### config.mk
export PLATFORM = sky130hd
export DESIGN_NAME = systolic_matmul_nxn
export DESIGN_NICKNAME = d
export VERILOG_FILES = /design/src/rtl/systolic_pkg.sv /design/src/rtl/systolic_pe.sv /design/src/rtl/systolic_matmul_nxn.sv
export SDC_FILE = /design/constraint.sdc
export NUM_CORES = 2
export LEC_CHECK = 0
export BUFFER_PORTS_ARGS = -buffer_cell sky130_fd_sc_hd__buf_2
export CAP_MARGIN = 15
export CORE_MARGIN = 1.5
export CORE_UTILIZATION = 45
export DETAILED_ROUTE_END_ITERATION = 12
export SLEW_MARGIN = 20
export SYNTH_ARGS = -nofsm -noshare
export SYNTH_HDL_FRONTEND = slang
export SYNTH_SLANG_ARGS = --single-unit
export TNS_END_PERCENT = 5
### constraint.sdc
create_clock -name clk -period 7.5 [get_ports clk]
set_input_delay 1.5 -clock clk [delete_from_list [all_inputs] [get_ports clk]]
set_output_delay 1.5 -clock clk [all_outputs]
set_load 0.05 [all_outputs]
### src/rtl/systolic_pkg.sv
// Shared types and helpers for the systolic matrix multiplier.
// Optional macro: SYSTOLIC_SAT_EN (saturating accumulation).
package systolic_pkg;

    typedef enum logic [1:0] {
        ST_LOAD,
        ST_FLUSH,
        ST_DRAIN
    } state_e;

    // Product of two DATA_W elements summed over N terms.
    function automatic int acc_width(input int n, input int dw);
        return 2 * dw + $clog2(n);
    endfunction

    // Clamp v to the w-bit range of the selected signedness.
    function automatic logic signed [63:0] sat_clamp(
        input logic signed [63:0] v,
        input int                 w,
        input logic               sgn
    );
        logic signed [63:0] hi;
        logic signed [63:0] lo;
        if (sgn) begin
            hi = (64'sd1 <<< (w - 1)) - 64'sd1;
            lo = -(64'sd1 <<< (w - 1));
        end else begin
            hi = (64'sd1 <<< w) - 64'sd1;
            lo = 64'sd0;
        end
        if (v > hi) return hi;
        if (v < lo) return lo;
        return v;
    endfunction

endpackage

### src/rtl/systolic_pe.sv
// One MAC cell: forwards a right and b down, accumulates a*b.
// Optional macro: SYSTOLIC_SAT_EN (clamped accumulator + flag).
module systolic_pe
    import systolic_pkg::*;
#(
    parameter int DATA_W = 8,
    parameter int ACC_W  = 18
) (
    input  logic              clk,
    input  logic              rst,
    input  logic              clear_i,
    input  logic              mode_i,
    input  logic [DATA_W-1:0] a_i,
    input  logic [DATA_W-1:0] b_i,
    output logic [DATA_W-1:0] a_o,
    output logic [DATA_W-1:0] b_o,
`ifdef SYSTOLIC_SAT_EN
    output logic              sat_o,
`endif
    output logic [ACC_W-1:0]  acc_o
);

    localparam int P_W = 2 * DATA_W + 2;

    logic [DATA_W-1:0]       a_q;
    logic [DATA_W-1:0]       b_q;
    logic [ACC_W-1:0]        acc_q;
    logic [ACC_W-1:0]        acc_d;
    logic signed [DATA_W:0]  a_x;
    logic signed [DATA_W:0]  b_x;
    logic signed [P_W-1:0]   prod;

    // Extend operands by one bit so one signed multiply serves both modes.
    always_comb begin
        a_x  = {mode_i & a_i[DATA_W-1], a_i};
        b_x  = {mode_i & b_i[DATA_W-1], b_i};
        prod = P_W'(a_x) * P_W'(b_x);
    end

`ifdef SYSTOLIC_SAT_EN
    logic               sat_q;
    logic               sat_d;
    logic signed [63:0] acc_x;
    logic signed [63:0] sum_x;
    logic signed [63:0] clamp_x;

    // Exact sum in a wide domain, then clamp; the flag is sticky per job.
    always_comb begin
        acc_x   = mode_i ? 64'(signed'(acc_q)) : 64'(acc_q);
        sum_x   = acc_x + 64'(prod);
        clamp_x = sat_clamp(sum_x, ACC_W, mode_i);
        acc_d   = clamp_x[ACC_W-1:0];
        sat_d   = sat_q | (clamp_x != sum_x);
    end

    // Saturation flag register.
    always_ff @(posedge clk or negedge rst) begin
        if (!rst) begin
            sat_q <= 1'b0;
        end else begin
            sat_q <= clear_i ? 1'b0 : sat_d;
        end
    end

    assign sat_o = sat_q;
`else
    localparam int X_W = (ACC_W > P_W) ? ACC_W : P_W;

    logic [X_W-1:0] sum_w;

    // Plain modulo-2^ACC_W accumulation.
    always_comb begin
        sum_w = X_W'(acc_q) + X_W'(prod);
        acc_d = sum_w[ACC_W-1:0];
    end
`endif

    // Operand pass-through and accumulator registers.
    always_ff @(posedge clk or negedge rst) begin
        if (!rst) begin
            a_q   <= '0;
            b_q   <= '0;
            acc_q <= '0;
        end else begin
            a_q   <= a_i;
            b_q   <= b_i;
            acc_q <= clear_i ? '0 : acc_d;
        end
    end

    assign a_o   = a_q;
    assign b_o   = b_q;
    assign acc_o = acc_q;

endmodule

### src/rtl/systolic_matmul_nxn.sv
// Output-stationary N x N systolic multiplier, C = A x B, streamed.
// Optional macro: SYSTOLIC_SAT_EN (saturation and out_sat port).
module systolic_matmul_nxn
    import systolic_pkg::*;
#(
    parameter int N      = 4,
    parameter int DATA_W = 8,
    parameter int ACC_W  = acc_width(N, DATA_W)
) (
    input  logic                  clk,
    input  logic                  rst,
    input  logic                  signed_mode,
    input  logic                  in_valid,
    output logic                  in_ready,
    input  logic [N*DATA_W-1:0]   in_a,
    input  logic [N*DATA_W-1:0]   in_b,
    output logic                  out_valid,
    input  logic                  out_ready,
    output logic [N*ACC_W-1:0]    out_data,
    output logic [$clog2(N)-1:0]  out_row,
    output logic                  out_last,
`ifdef SYSTOLIC_SAT_EN
    output logic [N-1:0]          out_sat,
`endif
    output logic                  busy
);

    localparam int RW = $clog2(N);
    localparam int FW = $clog2(2 * N);

    state_e        state_q;
    state_e        state_d;
    logic [RW-1:0] beat_q;
    logic [RW-1:0] beat_d;
    logic [RW-1:0] row_q;
    logic [RW-1:0] row_d;
    logic [FW-1:0] fl_q;
    logic [FW-1:0] fl_d;
    logic          rdy_q;
    logic          rdy_d;
    logic          mode_q;
    logic          mode_d;

    logic accept;
    logic clear;
    logic mode_eff;

    logic [DATA_W-1:0] inj_a  [N];
    logic [DATA_W-1:0] inj_b  [N];
    logic [DATA_W-1:0] sk_a_q [N][N-1];
    logic [DATA_W-1:0] sk_b_q [N][N-1];
    logic [DATA_W-1:0] a_w    [N][N+1];
    logic [DATA_W-1:0] b_w    [N+1][N];
    logic [ACC_W-1:0]  acc_w  [N][N];
`ifdef SYSTOLIC_SAT_EN
    logic              sat_w  [N][N];
`endif

    assign accept = in_valid & rdy_q;
    assign clear  = (state_q == ST_DRAIN) & out_ready
                  & (row_q == RW'(N - 1));

    // The first beat's product meets PE(0,0) before the mode is latched.
    assign mode_eff = (accept && beat_q == '0) ? signed_mode : mode_q;

    // Next-state logic: load N beats, flush 2N-1 cycles, drain N rows.
    always_comb begin
        state_d = state_q;
        beat_d  = beat_q;
        row_d   = row_q;
        fl_d    = fl_q;
        mode_d  = mode_q;
        unique case (state_q)
            ST_LOAD: begin
                if (accept) begin
                    if (beat_q == '0) mode_d = signed_mode;
                    if (beat_q == RW'(N - 1)) begin
                        beat_d  = '0;
                        fl_d    = '0;
                        state_d = ST_FLUSH;
                    end else begin
                        beat_d = beat_q + RW'(1);
                    end
                end
            end
            ST_FLUSH: begin
                if (fl_q == FW'(2 * N - 2)) begin
                    state_d = ST_DRAIN;
                end else begin
                    fl_d = fl_q + FW'(1);
                end
            end
            ST_DRAIN: begin
                if (out_ready) begin
                    if (row_q == RW'(N - 1)) begin
                        row_d   = '0;
                        beat_d  = '0;
                        state_d = ST_LOAD;
                    end else begin
                        row_d = row_q + RW'(1);
                    end
                end
            end
            default: state_d = ST_LOAD;
        endcase
        rdy_d = (state_d == ST_LOAD);
    end

    // Control state registers.
    always_ff @(posedge clk or negedge rst) begin
        if (!rst) begin
            state_q <= ST_LOAD;
            beat_q  <= '0;
            row_q   <= '0;
            fl_q    <= '0;
            rdy_q   <= 1'b0;
            mode_q  <= 1'b0;
        end else begin
            state_q <= state_d;
            beat_q  <= beat_d;
            row_q   <= row_d;
            fl_q    <= fl_d;
            rdy_q   <= rdy_d;
            mode_q  <= mode_d;
        end
    end

    // Idle cycles inject zeros so bubbles contribute nothing.
    always_comb begin
        for (int i = 0; i < N; i++) begin
            inj_a[i] = accept ? in_a[i*DATA_W +: DATA_W] : '0;
            inj_b[i] = accept ? in_b[i*DATA_W +: DATA_W] : '0;
        end
    end

    // Skew shift chains; lane i is tapped at depth i.
    always_ff @(posedge clk or negedge rst) begin
        if (!rst) begin
            for (int i = 0; i < N; i++) begin
                for (int d = 0; d < N - 1; d++) begin
                    sk_a_q[i][d] <= '0;
                    sk_b_q[i][d] <= '0;
                end
            end
        end else begin
            for (int i = 0; i < N; i++) begin
                sk_a_q[i][0] <= inj_a[i];
                sk_b_q[i][0] <= inj_b[i];
                for (int d = 1; d < N - 1; d++) begin
                    sk_a_q[i][d] <= sk_a_q[i][d-1];
                    sk_b_q[i][d] <= sk_b_q[i][d-1];
                end
            end
        end
    end

    for (genvar i = 0; i < N; i++) begin : g_edge
        if (i == 0) begin : g_d0
            assign a_w[0][0] = inj_a[0];
            assign b_w[0][0] = inj_b[0];
        end else begin : g_dn
            assign a_w[i][0] = sk_a_q[i][i-1];
            assign b_w[0][i] = sk_b_q[i][i-1];
        end
    end

    for (genvar i = 0; i < N; i++) begin : g_row
        for (genvar j = 0; j < N; j++) begin : g_col
            systolic_pe #(
                .DATA_W (DATA_W),
                .ACC_W  (ACC_W)
            ) u_pe (
                .clk     (clk),
                .rst     (rst),
                .clear_i (clear),
                .mode_i  (mode_eff),
                .a_i     (a_w[i][j]),
                .b_i     (b_w[i][j]),
                .a_o     (a_w[i][j+1]),
                .b_o     (b_w[i+1][j]),
`ifdef SYSTOLIC_SAT_EN
                .sat_o   (sat_w[i][j]),
`endif
                .acc_o   (acc_w[i][j])
            );
        end
    end

    // Present the selected accumulator row; zero outside DRAIN.
    always_comb begin
        out_valid = (state_q == ST_DRAIN);
        busy      = (state_q != ST_LOAD);
        out_row   = row_q;
        out_last  = out_valid & (row_q == RW'(N - 1));
        out_data  = '0;
`ifdef SYSTOLIC_SAT_EN
        out_sat   = '0;
`endif
        for (int j = 0; j < N; j++) begin
            if (out_valid) begin
                out_data[j*ACC_W +: ACC_W] = acc_w[row_q][j];
`ifdef SYSTOLIC_SAT_EN
                out_sat[j] = sat_w[row_q][j];
`endif
            end
        end
    end

    assign in_ready = rdy_q;

endmodule
Word-level counts from Yosys, hierarchy flattened
Cells that the tools add are included.

storage, ports and cells
  register bits after elaboration = 587
  bits in latches = 0
  bits in writable memories = 0
  bits in read-only memories = 0
  input port bits = 69
  output and inout bits = 78
  logic and storage cells = 200
  memories kept = 0

operators by class
  $add $sub $neg = 19
  multiply operators = 16
  divide/modulo/power cells = 0
  magnitude comparators = 1
  eq/ne operators = 10
  shift operators = 0
  mux-type cells = 48
  bitwise operators = 37
  reductions and logical operators = 11

operators with widths
  operator                                                          number
  18-bit 2-to-1 mux                                                 20
  18-bit adder                                                      16
  9-bit by 9-bit multiplier with 18-bit output                      16
  72-bit binary-select mux with 2-bit select                        1
  72-bit 2-to-1 mux                                                 2
  8-bit 2-to-1 mux                                                  8
  1-bit AND                                                         36
  2-bit 2-to-1 mux                                                  10
  3-bit 2-to-1 mux                                                  3
  4-bit AND reduction                                               2
  2-bit == test (second input constant)                             3
  2-bit logical NOT                                                 3
  2-bit != test (second input constant)                             3
  2-bit case mux with 3 select lines                                1
  3-bit case mux with 2 select lines                                1
  2-bit nonzero test                                                3
  2-bit by 1-bit adder with 2-bit output (second input constant)    2
  2-bit by 1-bit != test with 1-bit output (second input constant)  2
  2-bit case mux with 2 select lines                                1
  3-bit by 1-bit adder with 3-bit output (second input constant)    1
  3-bit == test (second input constant)                             1
  3-bit >= comparator (second input constant)                       1
  2-bit inverter with 3-bit output                                  1
  3-bit AND reduction                                               1
  other kinds (4)                                                   4

Logic depth before layout (Yosys ltp)
  depth in word-level cells = 7
  gate-level depth with buffers = 26
  depth with buffers taken out = 24

By module
Synthesis repeated with hierarchy kept, for this count alone.

unflattened totals
  cells, all modules = 8190
  area total of the unflattened synthesis = 80284.5 um2

modules (own cells, without submodules)
  module                                     times used  cells each  area an instance (um2)  sequential area each (um2)
  systolic_pe at g_row[0].g_col[3].u_pe ...  10          487         4658.2                  850.8
  systolic_pe at g_row[3].g_col[1].u_pe ...  3           485         4667.0                  850.8
  systolic_pe at g_row[0].g_col[0].u_pe ...  2           490         4677.0                  850.8
  systolic_matmul_nxn                        1           396         5671.7                  2677.6
  systolic_pe at g_row[0].g_col[2].u_pe      1           489         4675.7                  850.8

Least setup slack after synthesis
No wires, ideal clock.

  path type = input to register
  start point = in in_valid
  end point = reg g_row[1].g_col[0].u_pe.acc_q[17]
  library setup time = 0.121 ns
  arrival = 6.695 ns
  path slack = 0.684 ns
  stages on the path = 23
  path buffers = 2
  path through = and2_1 -> nand2_1 -> mux2_2 -> clkbuf_1 -> and2_1 -> buf_2 -> nand2_1 -> fa_1 -> inv_1 -> fa_1 -> fa_1 -> fa_1 -> inv_1 -> fa_1 -> inv_1 -> ha_1 -> a21oi_1 -> o21ai_0 -> a21oi_1 -> or2_2 -> a31o_2 -> xnor2_1 -> nor2_1

on the way
  longest elaborated chain between the ends = 7

ends and longest elaborated chain
  element                                           line                                  text
  start: declaration                                systolic_matmul_nxn.sv:13             input logic in_valid,
  1-bit AND (*)                                     systolic_matmul_nxn.sv:59             assign accept = in_valid & rdy_q;
  1-bit logical AND (*)                             systolic_matmul_nxn.sv:64             assign mode_eff = (accept && beat_q == '0) ? signed_mode : mode_q;
  1-bit 2-to-1 mux (*)                              systolic_matmul_nxn.sv:64
  1-bit AND, on equally long branches               systolic_pe.sv:35, systolic_pe.sv:36
  9-bit by 9-bit multiplier with 18-bit output (*)  systolic_pe.sv:37                     prod = P_W'(a_x) * P_W'(b_x);
  18-bit adder (*)                                  systolic_pe.sv:73                     sum_w = X_W'(acc_q) + X_W'(prod);
  18-bit 2-to-1 mux (*)                             systolic_pe.sv:87                     acc_q <= clear_i ? '0 : acc_d;
  end signal: assignment                            systolic_pe.sv:87
  end: declaration                                  systolic_pe.sv:27                     logic [ACC_W-1:0] acc_q;

Every way passes the cells marked *; elsewhere a longest branch is shown, timed or not.
A chain may end at the register's enable or synchronous reset.

Final worst setup path
  start point = in in_valid
  end point = reg g_row[2].g_col[0].u_pe.acc_q[17]

on the way
  longest elaborated chain between the ends = 7

ends and longest elaborated chain
  element                                           line
  1-bit AND (*)                                     systolic_matmul_nxn.sv:59
  1-bit logical AND (*)                             systolic_matmul_nxn.sv:64
  1-bit 2-to-1 mux (*)                              systolic_matmul_nxn.sv:64
  1-bit AND, on equally long branches               systolic_pe.sv:35, systolic_pe.sv:36
  9-bit by 9-bit multiplier with 18-bit output (*)  systolic_pe.sv:37
  18-bit adder (*)                                  systolic_pe.sv:73
  18-bit 2-to-1 mux (*)                             systolic_pe.sv:87
  end signal: assignment                            systolic_pe.sv:87
  end: declaration                                  systolic_pe.sv:27

Marks and branches as above.

==> summary.txt <==
Status
  – Status: completed

Critical path
  – Slowest stage cell, crit path: fa_1
  – Most Frequent Cell on Critical Path: fa_1
  – R2r setup slk: 1.14 ns
  – Critical path buffers and inverters: 5
  – Crit path DAT: 7.31 ns
  – Worst Path Max Fanout: 28
  – Sequence of cells on the critical path: buf_2 > and2_1 > nand2_1 > mux2_2 > buf_12 > and2_1 > nand2_1 > fa_1 > inv_1 > fa_1 > fa_1 > fa_1 > inv_1 > fa_1 > inv_1 > ha_1 > a21oi_1 > o21ai_0 > a21oi_1 > or2_2 > a31o_1 > xnor2_1 > nor2_1
  – Crit path depth: 23
  – R2R cell count: 23
  – Crit Path Class: input pin to flip-flop
  – CP peak stage delay: 0.65 ns
  – Crit path launch type: input pin
  – Largest delay share family, worst path: adder cells
  – Crit end category: flip-flop
  – Worst EP required: 8.07 ns

STA
  – Clock skew: 0.0349 ns
  – Setup Total Neg Slack: 0 ns
  – Setup repair after global routing missed its margin: no
  – Hold Violations, Final: 0
  – Max-slew violations: 0
  – Final setup violation count: 0
  – Max_slew headroom: 0.371
  – Achievable frequency: 0.148 GHz
  – Final hold slack: 0.342 ns
  – Slew of the pin with the lowest slew margin: 0.944 ns
  – Fin crit share: 0.898
  – Minimum clock period: 6.74 ns

Drt
  – DRC Markers: 0
  – DRT iter0 DRCs: 3,045
  – Drt pass-1 iters: 7
  – Final WL: 193,000 µm
  – Vias per cell: 5.07
  – DR WL/cell: 18.9 µm
  – Vias: 51,800
  – Post-route ant nets: 0

Final layout
  – Final Non-Filler Cells: 10,200
  – P&R area growth vs syn: 7.64%
  – Most common cell after layout, fill and taps aside: inv_1
  – Final core occ: 0.487
  – Share of cells above drive strength 1: 0.0596
  – Leading cell types in the layout, fill and taps excluded: inv_1 (1,803), fa_1 (1,328), ha_1 (773)
  – NumNets Final: 10,000

Global routing
  – Largest net degree at the start of global routing: 123
  – GR Overflow Total: 0
  – First-pass GRT wire length: 313,000 µm
  – Vias in the first global route: 56,100
  – Tot GR Track Use: 0.232
  – Initial antenna violation count: 19

CTS
  – Number of H-tree levels: 3
  – Clock-pin transition on the worst setup and hold timing paths: 0.06 ns
  – CTS tree: done
  – Clock Tree Root: clkbuf_16
  – Max Buffers Root-to-Sink: 3
  – Clk_lat worst skew: 0.72 ns
  – Post-CTS Setup Repair Bufs: 0
  – CTS Sinks: 587
  – Inserted Clock Buffers: 81
  – Post-CTS sizing: 0
  – Post-CTS Hold Fix Bufs: 0

Floorplan
  – Chip height: 418 µm
  – # rows: 152
  – Io pins: 147
  – Die area: 175,000 µm²
  – Starting density of the core: 0.452
  – Core ar.: 171,000 µm²
  – Die X: 418 µm

Min path
  – Class of the worst hold path: flip-flop to flip-flop
  – Hold path depth: 0

Logic synthesis
  – Avg Inst Size Synth: 9.93 µm²
  – Post-Syn Nets: 9,973
  – Largest area contributor in the netlist: fa_1
  – Share of the synthesized area in the top cell type: 0.343
  – Post-synth EDFFs: 0
  – Ys flop type: dfrtp_1
  – Post-synthesis cell count: 7,803
  – Register bit total from synthesis: 587
  – FFs w/ async S/R, synth: 1.00
  – Yosys warnings: 0
  – Sequential share of the synthesized area: 0.190
  – Distinct cells, synth: 79
  – Cell Area, Synth: 77,500 µm²
  – Synth top area cells: fa_1 (34%), dfrtp_1 (19%), ha_1 (12%)

Place
  – Final HPWL DP: 158,000 µm
  – Placed cell count: 10,100
  – Port bufs: 146
  – GP Congestion: 0.893

Power and ir drop
  – Static Leak: 0.0437 µW
  – Pwr dens: 367 nW/µm²
  – Worst VDD drop: 0.416 mV

Flow run
  – Max Cap Viol: 0
[stage by stage]
step	total power (µW)	instance area, µm²	worst slack [ns]
floorplan	21500	77500	0.684
global placement	26100	80600	0.0998
detailed placement	26600	80600	0.0247
CTS	30900	83400	0.809
global route	34100	83400	0.325
finish	30600	83400	0.764
[power breakdown]
| part | internal [µW] | leakage (µW) | switching [µW] | total [µW] |
|---|---|---|---|---|
| Sequential | 4470 | 0.00731 | 1930 | 6400 |
| Combinational | 8940 | 0.0351 | 11100 | 20100 |
| Clock | 2420 | 0.00134 | 1700 | 4120 |
[cells in the mapped netlist (all sizes together) (10+ instances only)]
cell type / number
a211oi: 40
a21boi: 10
a21o: 40
a21oi: 126
a31oi: 15
and2: 710
and3: 78
buf: 58
clkbuf: 186
dfrtp: 587
fa: 1328
ha: 773
inv: 1803
mux2i: 12
mux4: 72
nand2: 704
nand2b: 80
nand3: 43
nor2: 357
nor2b: 44
nor3: 73
nor3b: 12
o211ai: 10
o21a: 47
o21ai: 117
o21bai: 28
o31a: 11
o31ai: 13
or2: 15
xnor2: 239
xor2: 70
[layer usage]
metal,up-vias,track usage,share of wire
li1,23600,-,-
met4,6,0.0818,0.037
met1,26800,0.308,0.43
met5,-,0,0.00014
met2,1090,0.388,0.49
met3,290,0.0343,0.048
[state kept, by name (all words and copies together), names as in the netlist, 3 cells and up]
name                    count
a_w                        24
b_w                        24
fl_q                        3
g_row.g_col.u_pe.a_o       96
g_row.g_col.u_pe.acc_o    288
g_row.g_col.u_pe.b_o       96
sk_a_q                     24
sk_b_q                     24
[worst paths after layout]
kind                                       start                                    endpoint
min in group asynchronous                    rst   g_row[0].g_col[3].u_pe.acc_o[5]$_DFF_PN0_
hold / removal              sk_b_q[45]$_DFF_PN0_                          b_w[141]$_DFF_PN0_
setup reg to reg           beat_q[0]$_DFFE_PN0P_  g_row[2].g_col[0].u_pe.acc_o[17]$_DFF_PN0_
max in group asynchronous                    rst                          b_w[136]$_DFF_PN0_
setup / recovery                        in_valid  g_row[2].g_col[0].u_pe.acc_o[17]$_DFF_PN0_
hold reg to reg             sk_b_q[45]$_DFF_PN0_                          b_w[141]$_DFF_PN0_
[worst register-to-register path, cell delays in order, from the launching register on]
cell	delay, ns
dfrtp_1	0.41
inv_1	0.09
ha_1	0.17
nand2_1	0.06
mux2_2	0.25
buf_12	0.25
and2_1	0.37
nand2_1	0.19
fa_1	0.65
inv_1	0.14
fa_1	0.48
fa_1	0.50
fa_1	0.49
inv_1	0.05
fa_1	0.48
inv_1	0.04
ha_1	0.36
a21oi_1	0.12
o21ai_0	0.30
a21oi_1	0.09
or2_2	0.31
a31o_1	0.22
xnor2_1	0.15
nor2_1	0.05
[kinds of logic (layout without fill, tap and decap cells)]
group,Yosys count,count (layout),synth area share
AO/OA/AOI/OAI,510,510,0.0449
XOR/XNOR,309,309,0.0349
adder cells (fa/ha/maj),2101,2101,0.468
buffers and inverters,2047,2147,0.100
flip-flops,587,587,0.190
multiplexers,88,88,0.0231
other,0,3,0
AND/OR/NAND/NOR,2161,2161,0.139
[cell type report]
class / instances / area [µm²]
Sequential cell: 587 / 14700
Clock inverter: 41 / 499
Tap cell: 2310 / 2890
Fill cell: 15900 / 88000
Inverter: 1803 / 6770
Multi-Input combinational cell: 5169 / 55100
Timing Repair Buffer: 195 / 1200
Clock buffer: 108 / 2270
Antenna cell: 3 / 7.51
Note: power is estimated with default switching activity, not from simulation.
